===== src/rtl/seg_scan_ctrl.sv =====
// Dual seven-segment scan controller: one shared decoder, blanking between digits, per-frame input latch.
// Outputs registered on the state edge; en acts two edges after it changes; no backpressure.
module seg_scan_ctrl #(
  parameter int DIGIT_CYCLES = 96000,
  parameter int BLANK_CYCLES = 4800
) (
  input  logic       clk,
  input  logic       reset,
  input  logic       en,
  input  logic [3:0] s0,
  input  logic [3:0] s1,
  output logic [3:0] nib,
  output logic [1:0] an_n,
  output logic       digit_sel,
  output logic       frame_done
);

  localparam int MAX_DWELL = (DIGIT_CYCLES > BLANK_CYCLES) ? DIGIT_CYCLES : BLANK_CYCLES;
  localparam int CW = $clog2(MAX_DWELL + 1);
  localparam logic [CW-1:0] DIGIT_LAST = CW'(DIGIT_CYCLES - 1);
  localparam logic [CW-1:0] BLANK_LAST = CW'(BLANK_CYCLES - 1);

  typedef enum logic [1:0] {BLANK1, SHOW0, BLANK0, SHOW1} state_t;

  state_t        state;
  logic [CW-1:0] cnt;
  logic [3:0]    sh0;
  logic [3:0]    sh1;
  logic          en_q;
  logic          last;

  assign last = (state == SHOW0 || state == SHOW1) ? (cnt == DIGIT_LAST) : (cnt == BLANK_LAST);

  // an_n is always derived from the state being entered, and each show state
  // drives only its own bit, so the two enables can never be low together.
  always_ff @(posedge clk) begin
    if (reset) begin
      state      <= BLANK1;
      cnt        <= '0;
      sh0        <= s0;
      sh1        <= s1;
      en_q       <= 1'b0;
      nib        <= s0;
      an_n       <= 2'b11;
      digit_sel  <= 1'b0;
      frame_done <= 1'b0;
    end else begin
      en_q       <= en;
      frame_done <= 1'b0;
      if (!last) begin
        cnt <= cnt + CW'(1);
        unique case (state)
          SHOW0:   an_n <= {1'b1, ~en_q};
          SHOW1:   an_n <= {~en_q, 1'b1};
          BLANK1:  an_n <= 2'b11;
          BLANK0:  an_n <= 2'b11;
        endcase
      end else begin
        cnt <= '0;
        unique case (state)
          BLANK1: begin
            state <= SHOW0;
            an_n  <= {1'b1, ~en_q};
          end
          SHOW0: begin
            state     <= BLANK0;
            nib       <= sh1;
            digit_sel <= 1'b1;
            an_n      <= 2'b11;
          end
          BLANK0: begin
            state <= SHOW1;
            an_n  <= {~en_q, 1'b1};
          end
          SHOW1: begin
            // Frame boundary: take a fresh coherent snapshot of both digits.
            state      <= BLANK1;
            sh0        <= s0;
            sh1        <= s1;
            nib        <= s0;
            digit_sel  <= 1'b0;
            an_n       <= 2'b11;
            frame_done <= 1'b1;
          end
        endcase
      end
    end
  end

endmodule


===== config.mk =====
export PLATFORM = sky130hd
export DESIGN_NAME = seg_scan_ctrl
export DESIGN_NICKNAME = d
export VERILOG_FILES = /design/src/rtl/seg_scan_ctrl.sv
export SDC_FILE = /design/constraint.sdc
export NUM_CORES = 1
export LEC_CHECK = 0
export CORE_MARGIN = 5
export CORE_UTILIZATION = 29
export DETAILED_ROUTE_END_ITERATION = 6
export RECOVER_POWER = 100
export SYNTH_ARGS = -nofsm -noshare
export SYNTH_HDL_FRONTEND = slang
export SYNTH_SLANG_ARGS = --single-unit
export TNS_END_PERCENT = 10

===== constraint.sdc =====
create_clock -name clk -period 5.3 [get_ports clk]
set_input_delay 1.06 -clock clk [delete_from_list [all_inputs] [get_ports clk]]
set_output_delay 1.06 -clock clk [all_outputs]
set_load 0.1 [all_outputs]

# After elaboration in Yosys (flattened, before gate mapping)
# Cells that the tools add are included.
totals:
  mem_count: 0
  mem_bits_ro: 0
  latch_bits: 0
  reg_bits: 32
  ramBits: 0
classes:
  order_cmp: 0
  mux: 13
  eq_ne: 5
  bitwise: 2
  addsub: 1
  shift: 0
  mul: 0
  div: 0
  reduce_logical: 13
op_table:
  columns: ["operator", "n"]
  rows:
  - ["4-bit two-way mux", 5]
  - ["17-bit by 1-bit adder with 17-bit output (second input constant)", 1]
  - ["17-bit by 13-bit equality test with 1-bit output (second input constant)", 1]
  - ["17-bit equality test (second input constant)", 1]
  - ["2-bit case mux with 3 select lines", 2]
  - ["2-bit case mux with 4 select lines", 1]
  - ["4-bit case mux with 2 select lines", 1]
  - ["2-bit OR reduction", 4]
  - ["2-bit AND reduction", 3]
  - ["2-bit nonzero test", 3]
  - ["2-bit equality test (second input constant)", 2]
  - ["3-bit nonzero test", 1]
  - ["2-bit by 1-bit equality test with 1-bit output (second input constant)", 1]
  - ["2-bit logical NOT", 1]
  - ["1-bit two-way mux", 2]
  - ["2-bit two-way mux", 1]
  - ["1-bit inverter", 2]
  - ["1-bit case mux with 2 select lines", 1]
  - ["1-bit logical OR", 1]

# Longest topological paths before layout
depth:
  ltp_word: 5
  ltp_mapped: 10
  ltp_nobuf: 7

# Worst setup path after synthesis
# Ideal clock, no wire load.
synth_timing:
  kind: "input-to-reg"
  start: "input port reset"
  end: "register nib[0] (data pin)"
  setup_ps: 260
  path_stages: 3
  n_path_buf: 1
  path_slack_ps: 3284
  t_arrival_ps: 1757
  path_cell_list: "clkbuf_8 > nor2_1 > mux2_2"
synth_between:
  elab_chain_cells: 1
synth_rtl:
  columns: ["element", "line_no", "source"]
  rows:
  - ["from (decl)", "8", "input logic reset,"]
  - ["4-bit two-way mux", "37", "if (reset) begin"]
  - ["to (signal assigned)", "43", "nib <= s0;"]
  - ["to (signal assigned)", "67", "nib <= sh1;"]
  - ["to (signal assigned)", "80", "nib <= s0;"]
  - ["to (decl)", "12", "output logic [3:0] nib,"]
# Every way passes these cells.
# A chain may end at the register's enable or synchronous reset.

# Final worst setup path
layout_timing:
  start: "register digit_sel"
  end: "output port digit_sel"
layout_lines:
  columns: ["element", "line_no", "source"]
  rows:
  - ["from (decl)", "14", "output logic digit_sel,"]
  - ["from (signal assigned)", "45", "digit_sel <= 1'b0;"]
  - ["from (signal assigned)", "68", "digit_sel <= 1'b1;"]
  - ["from (signal assigned)", "81", "digit_sel <= 1'b0;"]
# No word-level cell between the ends.

==> summary.md <==
| Metric | Value |
|---|---|
| Initial antenna violation count | `0` |
| Area of the core | `between 4000 and 5000 um2` |
| Slowest stage cell, crit path | `dlygate4sd3_1` |
| Largest stage delay on the critical path | `around 1.2 ns` |
| Post-Syn Nets | `approximately 160` |
| RSZ-0062 raised after global routing | `no` |
| First-pass GRT wire length | `about 4300 um` |
| I/O Buffers | `18` |
| CTS sink cnt | `32` |
| Leak | `around 0.0006 uW` |
| Max_cap viols | `0` |
| Tcrit/Tclk final | `0.544` |
| Critical path buffers and inverters | `1` |
| Worst hold margin | `between 0.4 and 0.5 ns` |
| Avg Cell Area, Syn | `between 10 and 15 um2` |
| Vias/cell | `around 4.4` |
| Filler Cells Inserted | `roughly 500` |
| Hold path cells | `1` |
| Headroom to the max-slew limit | `0.342` |
| Count of flip-flops with a built-in enable after synthesis | `8` |
| Vias in the first global route | `around 960` |
| Area Growth Syn to Fin | `19.7%` |
| Top_reg_cell synth | `dfxtp_1` |
| DP HPWL | `around 1800 um` |
| F_max | `around 0.35 GHz` |
| Number of synthesized register bits | `32` |
| Status | `finished, final reports clean` |
| Post-CTS resize count | `0` |
| Commonest cells after routing, fill and taps aside | `nor2_1 (28), dfxtp_1 (24), dlygate4sd3_1 (13)` |
| Worst-Margin Slew | `approximately 1 ns` |
| Routed Antenna Nets | `0` |
| Post-Syn Area | `1430 um2` |
| Routed WL per cell | `between 10 and 15 um` |
| Clock Pin Slew Worst Setup and Hold Paths | `0.06 ns` |
| Crit Path Max Fanout | `2` |
| Share of layout cells above drive strength 1 | `0.100` |
| Hold Startpoint | `en_q$_SDFF_PP0_` |
| H-tree depth | `2` |
| Final WL | `2390 um` |
| Synth warnings | `0` |
| Hold Crit Class | `reg -> reg` |
| Netlist cell types | `34` |
| # setup viols final | `0` |
| Total number of vias | `996` |
| # Post-CTS Setup Buffers | `0` |
| Worst-Skew Late Latency | `0.28 ns` |
| CTS tree | `yes` |
| DR DRC count | `0` |
| Synth top area share | `0.336` |
| Tmin final | `about 2.9 ns` |
| Worst Hold End | `an_n[0]$_SDFF_PP1_` |
| Maximum VDD drop | `~0.15 mV` |
| GRT Total Usage | `0.0868` |
| Nets | `around 180` |
| Worst Path Required | `roughly 4.2 ns` |
| Row count | `25` |
| Die X | `80.3 um` |
| Antenna cells | `0` |
| Post-route setup TNS | `0 ns` |
| Async SR Flop Fraction | `0` |
| Endpoint class of the critical path | `primary output` |
| Sequential area share after synthesis | `0.503` |
| Reg2reg start | `cnt[0]$_SDFF_PP0_` |
| Worst Skew | `around 0.0034 ns` |
| Critical-path cell list | `dlygate4sd3_1` |
| Clock Path Buffers | `2` |
| Slew Limit Fails | `0` |
| Reg2reg path depth | `6` |
| Crit Reg-Reg Endpoint | `cnt[15]$_SDFF_PP0_` |
| Number of detailed-route iterations in the first pass | `4` |
| Multi-input gate area | `631 um2` |
| Die height | `roughly 80 um` |
| Synth area leader | `dfxtp_1` |
| Delay-heaviest family, CP | `buffers and inverters` |
| I/O pin cnt | `19` |
| Pre-CTS setup slack | `2.66 ns` |
| Initial core utilization | `0.301` |
| Crit Path Class | `reg -> out` |
| Commonest non-fill, non-tap cell in the layout | `nor2_1` |
| R2r setup slk | `~2.6 ns` |
| PwrDens | `~280 nW/um2` |
| CP arrival | `1.82 ns` |
| Layout Utilization | `0.360` |
| Largest net degree at the start of global routing | `18` |
| Kind of start point of the critical path | `register` |
| Die Area | `6440 um2` |
| RD Place Congestion | `about 0.77` |
| Post-CTS Hold Buffers | `0` |
| Initial DRC count | `~70` |
| Final hold violations | `0` |
| TritonCTS Buffers | `5` |
| Reg area | `between 700 and 800 um2` |
| Grt ovf | `0` |
| Clk root buf | `clkbuf_8` |
| Post-Synthesis Cells | `140` |
| Post-route setup slack | `2.42 ns` |
| Top cells by area, synth | `dfxtp_1 (34%), edfxtp_1 (17%), nor2_1 (7.3%), xnor2_1 (6.1%), ha_1 (4.4%)` |
-- per-layer routing --
metal  part of all wire  global-route usage  vias to the layer above
met2               0.41               0.116                       21
met5                  0                   0                        -
met1               0.51               0.119                      454
met4              0.021              0.0473                        0
met3              0.050              0.0314                        6
li1                   -                   -                      515
-- final cells by class --
cell class / count / area share
Sequential cell: 32 / 0.421
Clock inverter: 3 / 0.00804
Multi-Input combinational cell: 98 / 0.368
Tap cell: 67 / 0.0489
Clock buffer: 5 / 0.0402
Inverter: 4 / 0.00877
Timing Repair Buffer: 18 / 0.105
-- through the flow --
stage | instances | instance area (um2) | total power, uW
final | 227 | 1710 | 476
after CTS | 227 | 1710 | 484
after floorplan | 140 | 1430 | 297
after detailed placement | 219 | 1630 | 309
after global routing | 227 | 1710 | 497
after global placement | 219 | 1630 | 309
-- synth_stat cells (2+ instances only) --
library cell,number
a21o_2,2
and3_1,2
buf_6,2
dfxtp_1,24
edfxtp_1,8
ha_1,5
inv_1,4
mux2_2,5
nand2_1,6
nand3_1,10
nand4_1,3
nor2_1,28
nor3_1,4
nor4_1,4
xnor2_1,10
xor2_1,5
-- registers in the layout, summed over array words and instances (netlist names) --
| signal | flops |
|---|---|
| an_n | 2 |
| cnt | 17 |
| digit_sel | 1 |
| en_q | 1 |
| frame_done | 1 |
| nib | 4 |
| sh1 | 4 |
| state | 2 |
-- logic make-up after synthesis --
logic type,count (synthesis),share of synthesized area
AOI/OAI and AO/OA,7,0.0350
xor gates and xnor gates,15,0.0918
adders and majority gates,5,0.0437
buffers and inverters,10,0.0559
DFF,32,0.503
muxes,6,0.0463
and+or+nand+nor,65,0.224
-- where the power goes --
| part | total (uW) | switching [uW] | leakage (uW) | internal (uW) |
|---|---|---|---|---|
| logic | 40.2 | 26.2 | 0.000273 | 14.1 |
| clock network | 174 | 85.6 | 0.0000453 | 88.9 |
| registers | 261 | 3.02 | 0.000273 | 258 |
| total | 476 | 115 | 0.000591 | 361 |
-- worst max path at each step --
stage,endpoint,startpoint,depth (start not counted)
after CTS,digit_sel,digit_sel$_SDFFE_PP0P_,1
after floorplan,nib[0]$_DFFE_PP_,reset,3
after detailed placement,nib[0]$_DFFE_PP_,reset,3
after global placement,nib[1]$_DFFE_PP_,reset,3
final,digit_sel,digit_sel$_SDFFE_PP0P_,1
after global routing,cnt[12]$_SDFF_PP0_,cnt[0]$_SDFF_PP0_,6
Note: power is estimated with default switching activity, not from simulation.
